### config.mk
export PLATFORM = sky130hd
export DESIGN_NAME = clock_divider
export DESIGN_NICKNAME = d
export VERILOG_FILES = /design/src/rtl/clock_divider.sv
export SDC_FILE = /design/constraint.sdc
export NUM_CORES = 1
export LEC_CHECK = 0
export ABC_AREA = 1
export CORE_ASPECT_RATIO = 0.8
export CORE_MARGIN = 8
export CORE_UTILIZATION = 65
export DETAILED_ROUTE_END_ITERATION = 10
export PLACE_DENSITY = 0.86
export SYNTH_ARGS = -nofsm -noshare
export SYNTH_HDL_FRONTEND = slang
export SYNTH_SLANG_ARGS = --single-unit
### constraint.sdc
create_clock -name clk -period 4.35 [get_ports clk]
set_clock_uncertainty 0.05 [all_clocks]
set_input_delay 1.0875 -clock clk [delete_from_list [all_inputs] [get_ports clk]]
set_output_delay 1.0875 -clock clk [all_outputs]
set_load 0.01 [all_outputs]
### src/rtl/clock_divider.sv
// Parameterised divider: a counter that returns to zero at MAX_COUNT toggles a
// registered square-wave output, giving f_clk / (2*(MAX_COUNT+1)).
module clock_divider #(
    parameter int unsigned     COUNT_WIDTH = 32'd32,
    parameter longint unsigned MAX_COUNT   = 64'd6000000
) (
    input  logic clk,
    input  logic rst,
    output logic out
);

    localparam logic [COUNT_WIDTH-1:0] TERMINAL = COUNT_WIDTH'(MAX_COUNT);

    generate
        if (COUNT_WIDTH < 32'd1) begin : g_bad_width
            $error("clock_divider: COUNT_WIDTH must be at least 1");
        end else if ((COUNT_WIDTH < 32'd64) && (MAX_COUNT >= (64'd1 << COUNT_WIDTH))) begin : g_bad_max
            $error("clock_divider: MAX_COUNT does not fit in COUNT_WIDTH bits");
        end
    endgenerate

    logic [COUNT_WIDTH-1:0] count_r;
    logic [COUNT_WIDTH-1:0] count_s;
    logic                   out_r;
    logic                   out_s;

    // Next state: the terminal compare, never counter overflow, returns count to zero.
    always_comb begin
        count_s = count_r;
        out_s   = out_r;
        if (count_r == TERMINAL) begin
            count_s = '0;
            out_s   = ~out_r;
        end else begin
            count_s = count_r + COUNT_WIDTH'(1'b1);
            out_s   = out_r;
        end
    end

    // State registers; rst low clears both immediately and suppresses counting.
    always_ff @(posedge clk or negedge rst) begin
        if (!rst) begin
            count_r <= '0;
            out_r   <= 1'b0;
        end else begin
            count_r <= count_s;
            out_r   <= out_s;
        end
    end

    assign out = out_r;

endmodule

# [Yosys cells after proc, flatten, opt, wreduce, memory -nomap -nowiden]
# Index checks and enable logic that the tools add are counted.
[totals] regBits=33 input_bits=2 out_inout_bits=1 word_cells=6
[op_classes] n_addsub=1 n_eq_ne=1 n_mux=1 n_bitwise=1
[op_table] operator="$add 32x1->32 const B" n=1
[op_table] operator="$eq 32x23->1 const B" n=1
[op_table] operator="$mux 32" n=1
[op_table] operator="$not 1->1" n=1

# [Logic depth before layout (Yosys ltp)]
# Gate-level depths: netlist of the first run.
[logic_depth] ltp_word=2 ltp_mapped=9 depth_no_buf=9

# [Worst setup path after synthesis of the first run]
# OpenSTA, ideal clock, no wires.
[synth_path] kind="flip-flop to output port" startpoint="register out_r, in the netlist out" endpoint="output port out" t_arrival_ps=390 required_ps=3213 path_slack_ps=2823 stages_incl_launch_ff=1 n_path_buf=0 path_cell_list="dfrtp_1"
[synth_rtl] element="start: declaration" line="24" text="logic out_r;"
[synth_rtl] element="start signal: assignment" line="47" text="out_r <= out_s;"
[synth_rtl] element="end: declaration" line="9" text="output logic out"
# No word-level cell between the ends.

# [Worst setup path after layout of the first run]
[layout_path] startpoint="register out_r, in the netlist out" endpoint="output port out"
# No word-level cell between the ends.

==> flow_summary.toml, run 1 <==
[timing]
fin_crit_sh = 0.5359
worst_slew_pin_slew_ns = 0.4169
tns_ns = 0
hold_ws_ns = 0.4534
rsz0062_at_grt = "false"
relSlewSlack = 0.7221
hold_viol_final = 0
finalSetupViolCount = 0
period_needed_ns = 2.331
fmax_ghz = 0.4290
final_max_slew_viol_count = 0

[min_path]
min_delay_worst_endpoint = "out$_DFFE_PN0N_"
hp-class = "register to register"
min_from = "out$_DFFE_PN0N_"
hold_path_depth = 2

[clock_network]
ctsResizeCount = 0
clock_sinks = 33
clk_path_buf_depth = 2
clk_latency_ns = 0.29
hold_buffers = 0
post_cts_buffers = 0
cts_tree = "built"
cts_root_buffer = "clkbuf_8"
cts-htree-levels = 2
clk_pin_slew_ns = 0.07
numCtsBuffers = 5

[setup_path]
r2r_cells = 9
reg2reg_slack_ns = 2.69
slowest_delay_ns = 0.54
cp_num_buf_inv = 1
end_kind = "output pin"
cp_max_fo = 3
critPathSlowestCell = "clkdlybuf4s50_1"
cp_cell_sequence = "clkdlybuf4s50_1"
criticalPathCategory = "register to output pin"
cp_top_family = "buffers and inverters"
worstPathArrival_ns = 1.19
r2r-end = "count_r[10]$_DFF_PN0_"
crit_required_ns = 3.21
critPathLaunchType = "register"
timing.rr.start = "count_r[0]$_DFF_PN0_"

[status]
outcome = "finished clean"

[synth]
yosysSeqAreaShare = 0.3969
netlist_instances = 310
yosysMostFrequentCell = "nand2_1"
syn_nets = 314
synth_seq_cells = 33
synth-edff-count = 0
yosysTopAreaCell = "dfrtp_1"
synth_common_cells = "103 x nand2_1, 65 x nor2_1, 47 x inv_1"
syn_area_sq_um = 2081
synthTopCellsByArea = "dfrtp_1 40%, nand2_1 19%, nor2_1 12%, inv_1 8.5%, xor2_1 5.1%"
synth.distinct_cells = 23
synth_top_area_share = 0.3969
synthFlopType = "dfrtp_1"
async_reset_ff_frac = 1.000
synth_warnings = 0
avgSynthCellArea_sq_um = 6.712

[final_layout]
area_growth_syn_to_layout_pct = 9.501
fin_area_sq_um = 2278
final_util = 0.7439
diodes = 0
drive_above_1_share = 0.07788
nNetsFinal = 324

[placed_design]
dp_hpwl_mm = 3.443
gp_congestion = 0.9991
numPortBuffers = 2
place_area_sq_um = 2158

[route]
viasPerCell = 5.152
num_vias = 1860
drt_iter0_markers = 166
routed_wl_mm = 4.579
drc = 0
route.antenna.remaining_nets = 0
wl_per_cell_um = 12.68
dr.pass1.iters = 4

[grt]
antenna_found_initial = 0
track_usage = 0.1950
grt_pass1_vias = 1701
overflow = 0
grt_max_degree = 34
grt_pass1_wl_mm = 7.935

[floorplanning]
die_y_um = 66.61
design.die.area_sq_um = 5279
initial_core_util = 0.6793
rows = 18
ios = 3
die_x_um = 79.26
coreArea_sq_um = 3063

[pwr]
p_leak_nw = 1.185
irDropWorstVdd_v = 0.0002187
power_density_nw_per_um2 = 270.0

[run]
cap_violations = 0
-- worst max path at each step --
stage                                from  end  slack (ns)  depth (start not counted)
final                     out$_DFFE_PN0N_  out        2.02                          1
after detailed placement  out$_DFFE_PN0N_  out        2.33                          1
after global routing      out$_DFFE_PN0N_  out        1.96                          1
after CTS                 out$_DFFE_PN0N_  out        2.01                          1
after global placement    out$_DFFE_PN0N_  out        2.33                          1
after floorplan           out$_DFFE_PN0N_  out        2.82                          0
-- routing by layer --
layer | vias to the layer above | GRT usage | wire length (um)
li1 | 947 | - | -
met1 | 852 | 0.2841 | 2277
met2 | 55 | 0.2805 | 1923
met3 | 6 | 0.05376 | 346
met4 | 0 | 0.03687 | 31
met5 | - | 0 | 0
-- final cells by class --
| cell class | instances | area [sq um] |
|---|---|---|
| clock buffer | 6 | 82.58 |
| clock inverter | 2 | 37.54 |
| fill | 246 | 784.5 |
| inverter | 49 | 183.9 |
| multi-input combinational | 228 | 1071 |
| sequential | 33 | 825.8 |
| tap | 40 | 50.05 |
| timing repair buffer | 3 | 27.53 |
-- metrics by stage --
step | setup WS, ns | cells | power (mW)
final | 2.019 | 361 | 0.6153
after global placement | 2.333 | 353 | 0.3201
after floorplan | 2.823 | 310 | 0.3127
after global routing | 1.965 | 361 | 0.6376
after CTS | 2.007 | 361 | 0.6208
after detailed placement | 2.329 | 353 | 0.3201
-- placed cells by master, fill, tap and decap left out, types with 2 or more instances in the layout --
cell,Yosys,routed
a21oi_1,3,3
clkbuf_8,0,6
clkdlybuf4s50_1,0,2
dfrtp_1,33,33
ha_1,2,2
inv_1,47,47
inv_2,2,2
nand2_1,103,103
nand2_2,2,2
nand2_4,2,2
nand3_1,18,18
nor2_1,65,65
nor2_2,4,4
nor2_4,4,4
nor3_1,3,3
o21bai_1,2,2
xor2_1,12,12
-- cells by family (layout without fill, tap and decap cells) --
group | Yosys count | in the layout | share of synthesized area
fa+ha+maj | 2 | 2 | 0.01202
simple gates | 206 | 206 | 0.4287
flops | 33 | 33 | 0.3969
xor+xnor | 13 | 13 | 0.05472
compound gates | 7 | 7 | 0.01923
buf+inv | 49 | 60 | 0.08840
-- registers in the layout, summed over array words and instances, names as in the netlist --
name     count
count_r     32
out          1
-- report_power, final --
group          switching [mW]  leakage [nW]  total [mW]  internal, mW
registers                   0         0.447       0.307         0.307
clock network           0.115        0.0574       0.301         0.186
logic                 0.00581         0.680     0.00718       0.00137
total                   0.121          1.18       0.615         0.494
(Power assumes the default switching activity.)
==> run 2: changes to the inputs <==
Settings changed: CORE_UTILIZATION 65 to 56, PLACE_DENSITY 0.86 to 0.79.
Clock period 4.35 ns to 1.9 ns, I/O delays scaled along.
==> run 2 against run 1 <==
Against the previous run: sequential share of layout area grew 0.57 points; flip-flop and latch count is the same; combinational power is 130% higher; non-clock buffer count did not move; setup slack worse by 1.9 ns; count of clock-buffer cells in the layout stayed put; register-to-register slack worse by 2.4 ns; first-iteration DRC count down 1.2%; die area up 12%; clock power increased by 70%; cell count increased by 0.55%; critical path type unchanged.
==> flow_summary.toml, run 2 (synthesis gave the netlist of run 1 again) <==
[grt]
antenna_found_initial = 0
grt_pass1_wl_mm = 8.073
grt_pass1_vias = 1721
track_usage = 0.1703
grt_max_degree = 34
overflow = 0

[route]
wl_met3_um = 377
route.antenna.remaining_nets = 0
viasPerCell = 4.992
top_layer = "met4"
routed_wl_mm = 4.711
drc = 0
wl_met1_mm = 2.364
wl_per_cell_um = 12.98
dr_wl_met2_mm = 1.898
num_vias = 1812
dr.pass1.iters = 4
drt_iter0_markers = 164

[clock_network]
clk_path_buf_depth = 2
numCtsBuffers = 5
cts-htree-levels = 2
cts_tree = "built"
ctsResizeCount = 0
clk_pin_slew_ns = 0.07
clock_sinks = 33
post_cts_buffers = 0
hold_buffers = 0
clk_latency_ns = 0.29
cts_root_buffer = "clkbuf_8"

[floorplanning]
initial_core_util = 0.5954
rows = 19
design.die.area_sq_um = 5934
coreArea_sq_um = 3495
die_y_um = 70.52
die_x_um = 84.15
ios = 3

[pwr]
p_leak_nw = 1.172
power_density_nw_per_um2 = 549.0
irDropWorstVdd_v = 0.0003958

[setup_path]
end_kind = "output pin"
reg2reg_slack_ns = 0.27
critPathLaunchType = "register"
timing.rr.start = "count_r[0]$_DFF_PN0_"
cp_top_family = "buffers and inverters"
r2r_cells = 9
critPathSlowestCell = "clkdlybuf4s50_1"
slowest_delay_ns = 0.55
crit_required_ns = 1.37
cp_num_buf_inv = 1
cp_max_fo = 3
criticalPathCategory = "register to output pin"
r2r-end = "count_r[11]$_DFF_PN0_"
cp_cell_sequence = "clkdlybuf4s50_1"
worstPathArrival_ns = 1.21

[timing]
tns_ns = 0
relSlewSlack = 0.7204
period_needed_ns = 1.735
finalSetupViolCount = 0
rsz0062_at_grt = "false"
hold_viol_final = 0
worst_slew_pin_slew_ns = 0.4193
fmax_ghz = 0.5764
fin_crit_sh = 0.9131
final_max_slew_viol_count = 0

[min_path]
hold_path_depth = 1
hp-class = "register to register"
min_delay_worst_endpoint = "count_r[0]$_DFF_PN0_"
min_from = "count_r[0]$_DFF_PN0_"

[final_layout]
final_common_cell = "nand2_1"
final.fill_count = 337
drive_above_1_share = 0.07477
final_util = 0.6420
area_growth_syn_to_layout_pct = 7.817
largest_reg_flops = 32
layout_common_cells = "103 x nand2_1, 65 x nor2_1, 47 x inv_1"
regMostFlops = "count_r"
nNetsFinal = 324
diodes = 0
finalNonFillerCells = 363

[status]
outcome = "finished clean"

[placed_design]
dp_hpwl_mm = 3.707
dpl.cell_count = 355
numPortBuffers = 2
gp_congestion = 0.9659

[run]
cap_violations = 0
## run 2: changes by cell type in the layout (fill, tap and decap cells not counted)
cell        change
bufinv_16       -1
clkbuf_1        +1
clkbuf_8        -1
clkinv_2        +2
clkinvlp_4      -1
## run 2: worst max-delay path by stage
stage	slack [ns]	from	end	cells past startpoint
after floorplan	0.51	count_r[0]$_DFF_PN0_	count_r[10]$_DFF_PN0_	9
after global placement	0.37	count_r[2]$_DFF_PN0_	count_r[21]$_DFF_PN0_	7
after detailed placement	0.29	count_r[0]$_DFF_PN0_	count_r[11]$_DFF_PN0_	9
after CTS	0.16	out$_DFFE_PN0N_	out	1
after global routing	0.13	out$_DFFE_PN0N_	out	1
final	0.17	out$_DFFE_PN0N_	out	1
## run 2: per-layer routing
| metal | GRT usage | up-vias |
|---|---|---|
| li1 | - | 942 |
| met1 | 0.2450 | 817 |
| met2 | 0.2368 | 44 |
| met3 | 0.04171 | 9 |
| met4 | 0.06692 | 0 |
| met5 | 0 | - |
## run 2: power breakdown
group          switching [mW]  internal (mW)  total (mW)
sequential                  0          0.702       0.702
clock                   0.259          0.253       0.513
combinational          0.0134        0.00314      0.0165
## run 2: final cells by class
cell class                      instances  area (sq um)  share of cell area
Multi-Input combinational cell        228          1071              0.4774
Sequential cell                        33         825.8              0.3681
Inverter                               49         183.9             0.08199
Clock buffer                            6         72.57             0.03235
Tap cell                               42         52.55             0.02342
Timing Repair Buffer                    3         27.53             0.01227
Clock inverter                          2         10.01            0.004462
## run 2: metrics by stage
| step | power, mW | worst slack [ns] | hold slack, ns | instance area [sq um] |
|---|---|---|---|---|
| 2_1_floorplan | 0.7158 | 0.5144 | 0.1294 | 2081 |
| 3_3_place_gp | 0.7332 | 0.3713 | 0.4282 | 2161 |
| 3_5_place_dp | 0.7334 | 0.2898 | 0.4425 | 2161 |
| 4_1_cts | 1.237 | 0.1586 | 0.4610 | 2243 |
| 5_1_grt | 1.262 | 0.1260 | 0.4715 | 2243 |
| 6_report | 1.232 | 0.1652 | 0.4626 | 2243 |
==> run 3: changes to the inputs <==
Settings changed: GPL_TIMING_DRIVEN from default to 0.
==> run 3 against run 2 <==
Against the previous run: first-iteration DRC count decreased by 10%; global-route usage decreased by 0.89 points; hold slack got worse by 0.28 ns; highest routed layer unchanged; combinational power decreased by 18%; non-clock buffer count decreased by 1.
==> flow_summary.toml, run 3 (synthesis gave the netlist of run 1 again) <==
[floorplanning]
ios = 3
die_x_um = 84.15
die_y_um = 70.52
rows = 19
coreArea_sq_um = 3495
initial_core_util = 0.5954
design.die.area_sq_um = 5934

[final_layout]
nNetsFinal = 323
diodes = 0
largest_reg_flops = 32
regMostFlops = "count_r"
finalNonFillerCells = 362
drive_above_1_share = 0.07500
fin_area_sq_um = 2231
seq_area_sq_um = 825.8
area_growth_syn_to_layout_pct = 7.216
final.fill_count = 325
final_common_cell = "nand2_1"
layout_common_cells = "103 x nand2_1, 65 x nor2_1, 47 x inv_1"
multi_input_area_sq_um = 1071

[setup_path]
critPathLaunchType = "register"
r2r_cells = 9
worstPathArrival_ns = 1.20
slowest_delay_ns = 0.54
cp_top_family = "buffers and inverters"
criticalPathCategory = "register to output pin"
cp_num_buf_inv = 1
end_kind = "output pin"
crit_required_ns = 1.37
r2r-end = "count_r[11]$_DFF_PN0_"
reg2reg_slack_ns = 0.27
timing.rr.start = "count_r[0]$_DFF_PN0_"
cp_max_fo = 3
cp_cell_sequence = "clkdlybuf4s50_1"
critPathSlowestCell = "clkdlybuf4s50_1"

[placed_design]
gp_congestion = 0.9112
numPortBuffers = 2
dp_hpwl_mm = 3.448
place_area_sq_um = 2148
dpl.cell_count = 354

[grt]
track_usage = 0.1614
grt_max_degree = 34
overflow = 0
grt_pass1_vias = 1654
grt_pass1_wl_mm = 7.693
antenna_found_initial = 0

[clock_network]
cts_tree = "built"
numCtsBuffers = 5
cts_root_buffer = "clkbuf_8"
ctsResizeCount = 0
clock_sinks = 33
clk_latency_ns = 0.29
hold_buffers = 0
clk_path_buf_depth = 2
cts-htree-levels = 2
post_cts_buffers = 0
clk_pin_slew_ns = 0.07

[pwr]
p_leak_nw = 1.167
power_density_nw_per_um2 = 546.4
swShare = 0.2153
p_clk_frac = 0.412
p_int_mw = 0.9566
irDropWorstVdd_v = 0.0005255
combPwrFrac = 0.011
p_sw_mw = 0.2624
p_seq_frac = 0.576

[timing]
finalSetupViolCount = 0
period_needed_ns = 1.723
fin_crit_sh = 0.9067
relSlewSlack = 0.5221
worst_slew_pin_slew_ns = 0.7169
hold_viol_final = 0
fmax_ghz = 0.5805
rsz0062_at_grt = "false"
final_max_slew_viol_count = 0
hold_ws_ns = 0.1859

[min_path]
hp-class = "input port to async pin"

[route]
route.antenna.remaining_nets = 0
num_vias = 1795
wl_per_cell_um = 12.09
drc = 0
dr.pass1.iters = 4
drt_iter0_markers = 147
routed_wl_mm = 4.377
viasPerCell = 4.959

[run]
cap_violations = 0

[status]
outcome = "finished clean"
==> run 3: area by class of cell <==
class,instances,share of cell area
sequential,33,0.3702
clock inverter,2,0.004487
timing repair buffer,2,0.006730
inverter,49,0.08245
tap,42,0.02356
multi-input combinational,228,0.4801
clock buffer,6,0.03253
==> run 3: per-stage QoR <==
step / total power [mW] / setup slack [ns] / TNS (ns) / utilization
final: 1.219 / 0.1773 / 0 / 0.6384
after global routing: 1.275 / 0.06986 / 0 / 0.6384
after CTS: 1.237 / 0.1613 / 0 / 0.6384
after detailed placement: 0.7304 / 0.2734 / 0 / 0.6148
after global placement: 0.7315 / -0.3367 / -11.07 / 0.6162
after floorplan: 0.7158 / 0.5144 / 0 / -
==> run 3: worst max-delay path by stage <==
stage | cells past startpoint | start | slack, ns | end
floorplan | 9 | count_r[0]$_DFF_PN0_ | 0.51 | count_r[10]$_DFF_PN0_
global placement | 1 | rst | -0.34 | count_r[26]$_DFF_PN0_
detailed placement | 9 | count_r[0]$_DFF_PN0_ | 0.27 | count_r[11]$_DFF_PN0_
CTS | 1 | out$_DFFE_PN0N_ | 0.16 | out
global route | 9 | count_r[0]$_DFF_PN0_ | 0.07 | count_r[11]$_DFF_PN0_
finish | 1 | out$_DFFE_PN0N_ | 0.18 | out
==> run 3: metal layers <==
layer | vias to the layer above | part of all wire | track usage
met5 | - | 0 | 0
li1 | 942 | - | -
met2 | 46 | 0.39 | 0.2258
met1 | 797 | 0.53 | 0.2233
met3 | 10 | 0.059 | 0.04635
met4 | 0 | 0.020 | 0.07266
==> run 3: power groups by stage <==
stage	Clock [mW]	Combinational (mW)	Sequential (mW)
after CTS	0.520	0.0148	0.702
after detailed placement	0	0.0148	0.716
final	0.503	0.0136	0.703
after global placement	0	0.0157	0.716
after floorplan	0	0.000000668	0.716
after global routing	0.556	0.0171	0.702
==> patch: new RTL, flow settings as in run 3 <==
Change the parameter `COUNT_WIDTH` from 32'd32 to 32'd31.
--- a/src/rtl/clock_divider.sv
+++ b/src/rtl/clock_divider.sv
@@ -3,3 +3,3 @@
 module clock_divider #(
-    parameter int unsigned     COUNT_WIDTH = 32'd32,
+    parameter int unsigned     COUNT_WIDTH = 32'd31,
     parameter longint unsigned MAX_COUNT   = 64'd6000000
Function: same outputs for any inputs over 10 cycles, from zero or initial values and one cycle with rst low; that may be too few to reach the edited logic, so the function may still have changed.
==> patch against run 3 <==
Core utilization grew 1.2 points. Sequential cell count shrank 1. Non-clock buffer count is the same. Register-to-register slack gained 60 ps. Clock power grew 46%. Setup slack lost 9.2 ps. Power grew 17%. Final area grew 1.9%. Area after synthesis is essentially flat. Wire length grew 3.8%. Global-route usage grew 0.53 points. Synthesized cell count shrank 1.6%. Die area is essentially flat.
==> patch: results (changes against run 3) <==
R2R setup slack=330 ps (+60 ps); nets=319 (-1.2%); Setup Buffers After CTS=0 (unchanged); synth warn=0 (unchanged); DRT Pass-1 Iters=5 (+1); largest net degree at the start of global routing=33 (-2.9%); Placer Congestion=0.9593 (+5.3%); Min Hold Slack=167.9 ps (-18.03 ps); layout cell share with drive strength beyond 1=0.1143 (+0.03929); post-synthesis sequential area ratio=0.3851 (-0.01179); vias per std cell=4.964 (+0.10%); first-pass GRT wire length=7962 um (+3.5%); vias in the first global route=1709 (+3.3%); top area cells in the synthesized netlist=dfrtp_1, nand2_1, nor2_1, inv_1, xor2_1; iteration-0 DRC count of the detailed router=125 (-15%); max reg flops=31 (-3.1%); Mapped Avg Cell Area=6.818 um^2 (+1.6%); ANT cells=0 (unchanged); Synth Area in Adders=0.01805 (+0.006024); CTS Buf Count=5 (unchanged); RR Endpoint=count_r[12]; R2R Path Start=count_r[0]; worst relative slew slack=0.5305 (+0.008374); Crit-path slowest cell=clkdlybuf4s50_1; most frequent cells after synthesis=nand2_1, nor2_1, inv_1; Post-Synth XOR/XNOR Area=0.05475 (about the same); Total Routing Usage GR=0.1667 (+0.005290); Compound-Gate Fraction of Synth Area=0.01925 (about the same); sw frac=0.1980 (-0.01724); syn nets=310 (-1.3%); status=finished clean; maximum VDD drop=0.5008 mV (-4.7%); fill cell count=294 (-9.5%); Synth cell types=20 (-13%); Lkg Pwr=1.123 nW (-3.8%); worst reg-to-reg path cell count=7 (-2); wire length per cell=12.73 um (+5.3%); vias=1772 (-1.3%); CTS Root Cell=clkbuf_8; Worst EP required=1370 ps (about the same); post-DP HPWL=3535 um (+2.5%); dpl cells=349 (-1.4%)
==> patch: layer usage <==
layer | routed length, um | GRT usage
met1 | 2401 | 0.2402
met2 | 1865 | 0.2334
met3 | 252 | 0.04171
met4 | 24 | 0.05736
met5 | 0 | 0
==> patch: worst max path at each step <==
stage	slack, ps	endpoint	from	cells past startpoint
floorplan	530	count_r[12]	count_r[0]	7
global placement	-300	count_r[23]	rst	1
detailed placement	340	count_r[12]	count_r[0]	7
CTS	160	out	out	1
global route	120	count_r[2]	count_r[0]	9
finish	170	out	out	1
==> patch: cells by family after synthesis <==
family / Yosys count
and+or+nand+nor: 204
DFF: 32
buffers and inverters: 46
adders and majority gates: 3
xor gates and xnor gates: 13
AOI/OAI and AO/OA: 7
==> patch: per-stage QoR <==
step	power, mW	worst slack, ps	cell area, um^2
floorplan	0.6941	533.9	2079
global placement	0.7094	-300.8	2152
detailed placement	0.7085	338.4	2147
CTS	1.435	159.3	2273
global route	1.466	123.2	2273
finish	1.427	168.1	2273
==> patch: power by group through the flow <==
stage | clock network [mW] | logic (mW) | registers, mW
3_3_place_gp | 0 | 0.0154 | 0.694
4_1_cts | 0.740 | 0.0145 | 0.681
5_1_grt | 0.769 | 0.0169 | 0.680
2_1_floorplan | 0 | 0.000000618 | 0.694
6_report | 0.733 | 0.0134 | 0.681
3_5_place_dp | 0 | 0.0145 | 0.694
==> patch: area by class of cell <==
type | count | area [um^2] | area share
Inverter | 46 | 172.7 | 0.07595
Multi-Input combinational cell | 227 | 1106 | 0.4865
Sequential cell | 32 | 800.8 | 0.3522
Clock buffer | 7 | 96.34 | 0.04238
Clock inverter | 1 | 30.03 | 0.01321
Tap cell | 42 | 52.55 | 0.02312
Timing Repair Buffer | 2 | 15.01 | 0.006604
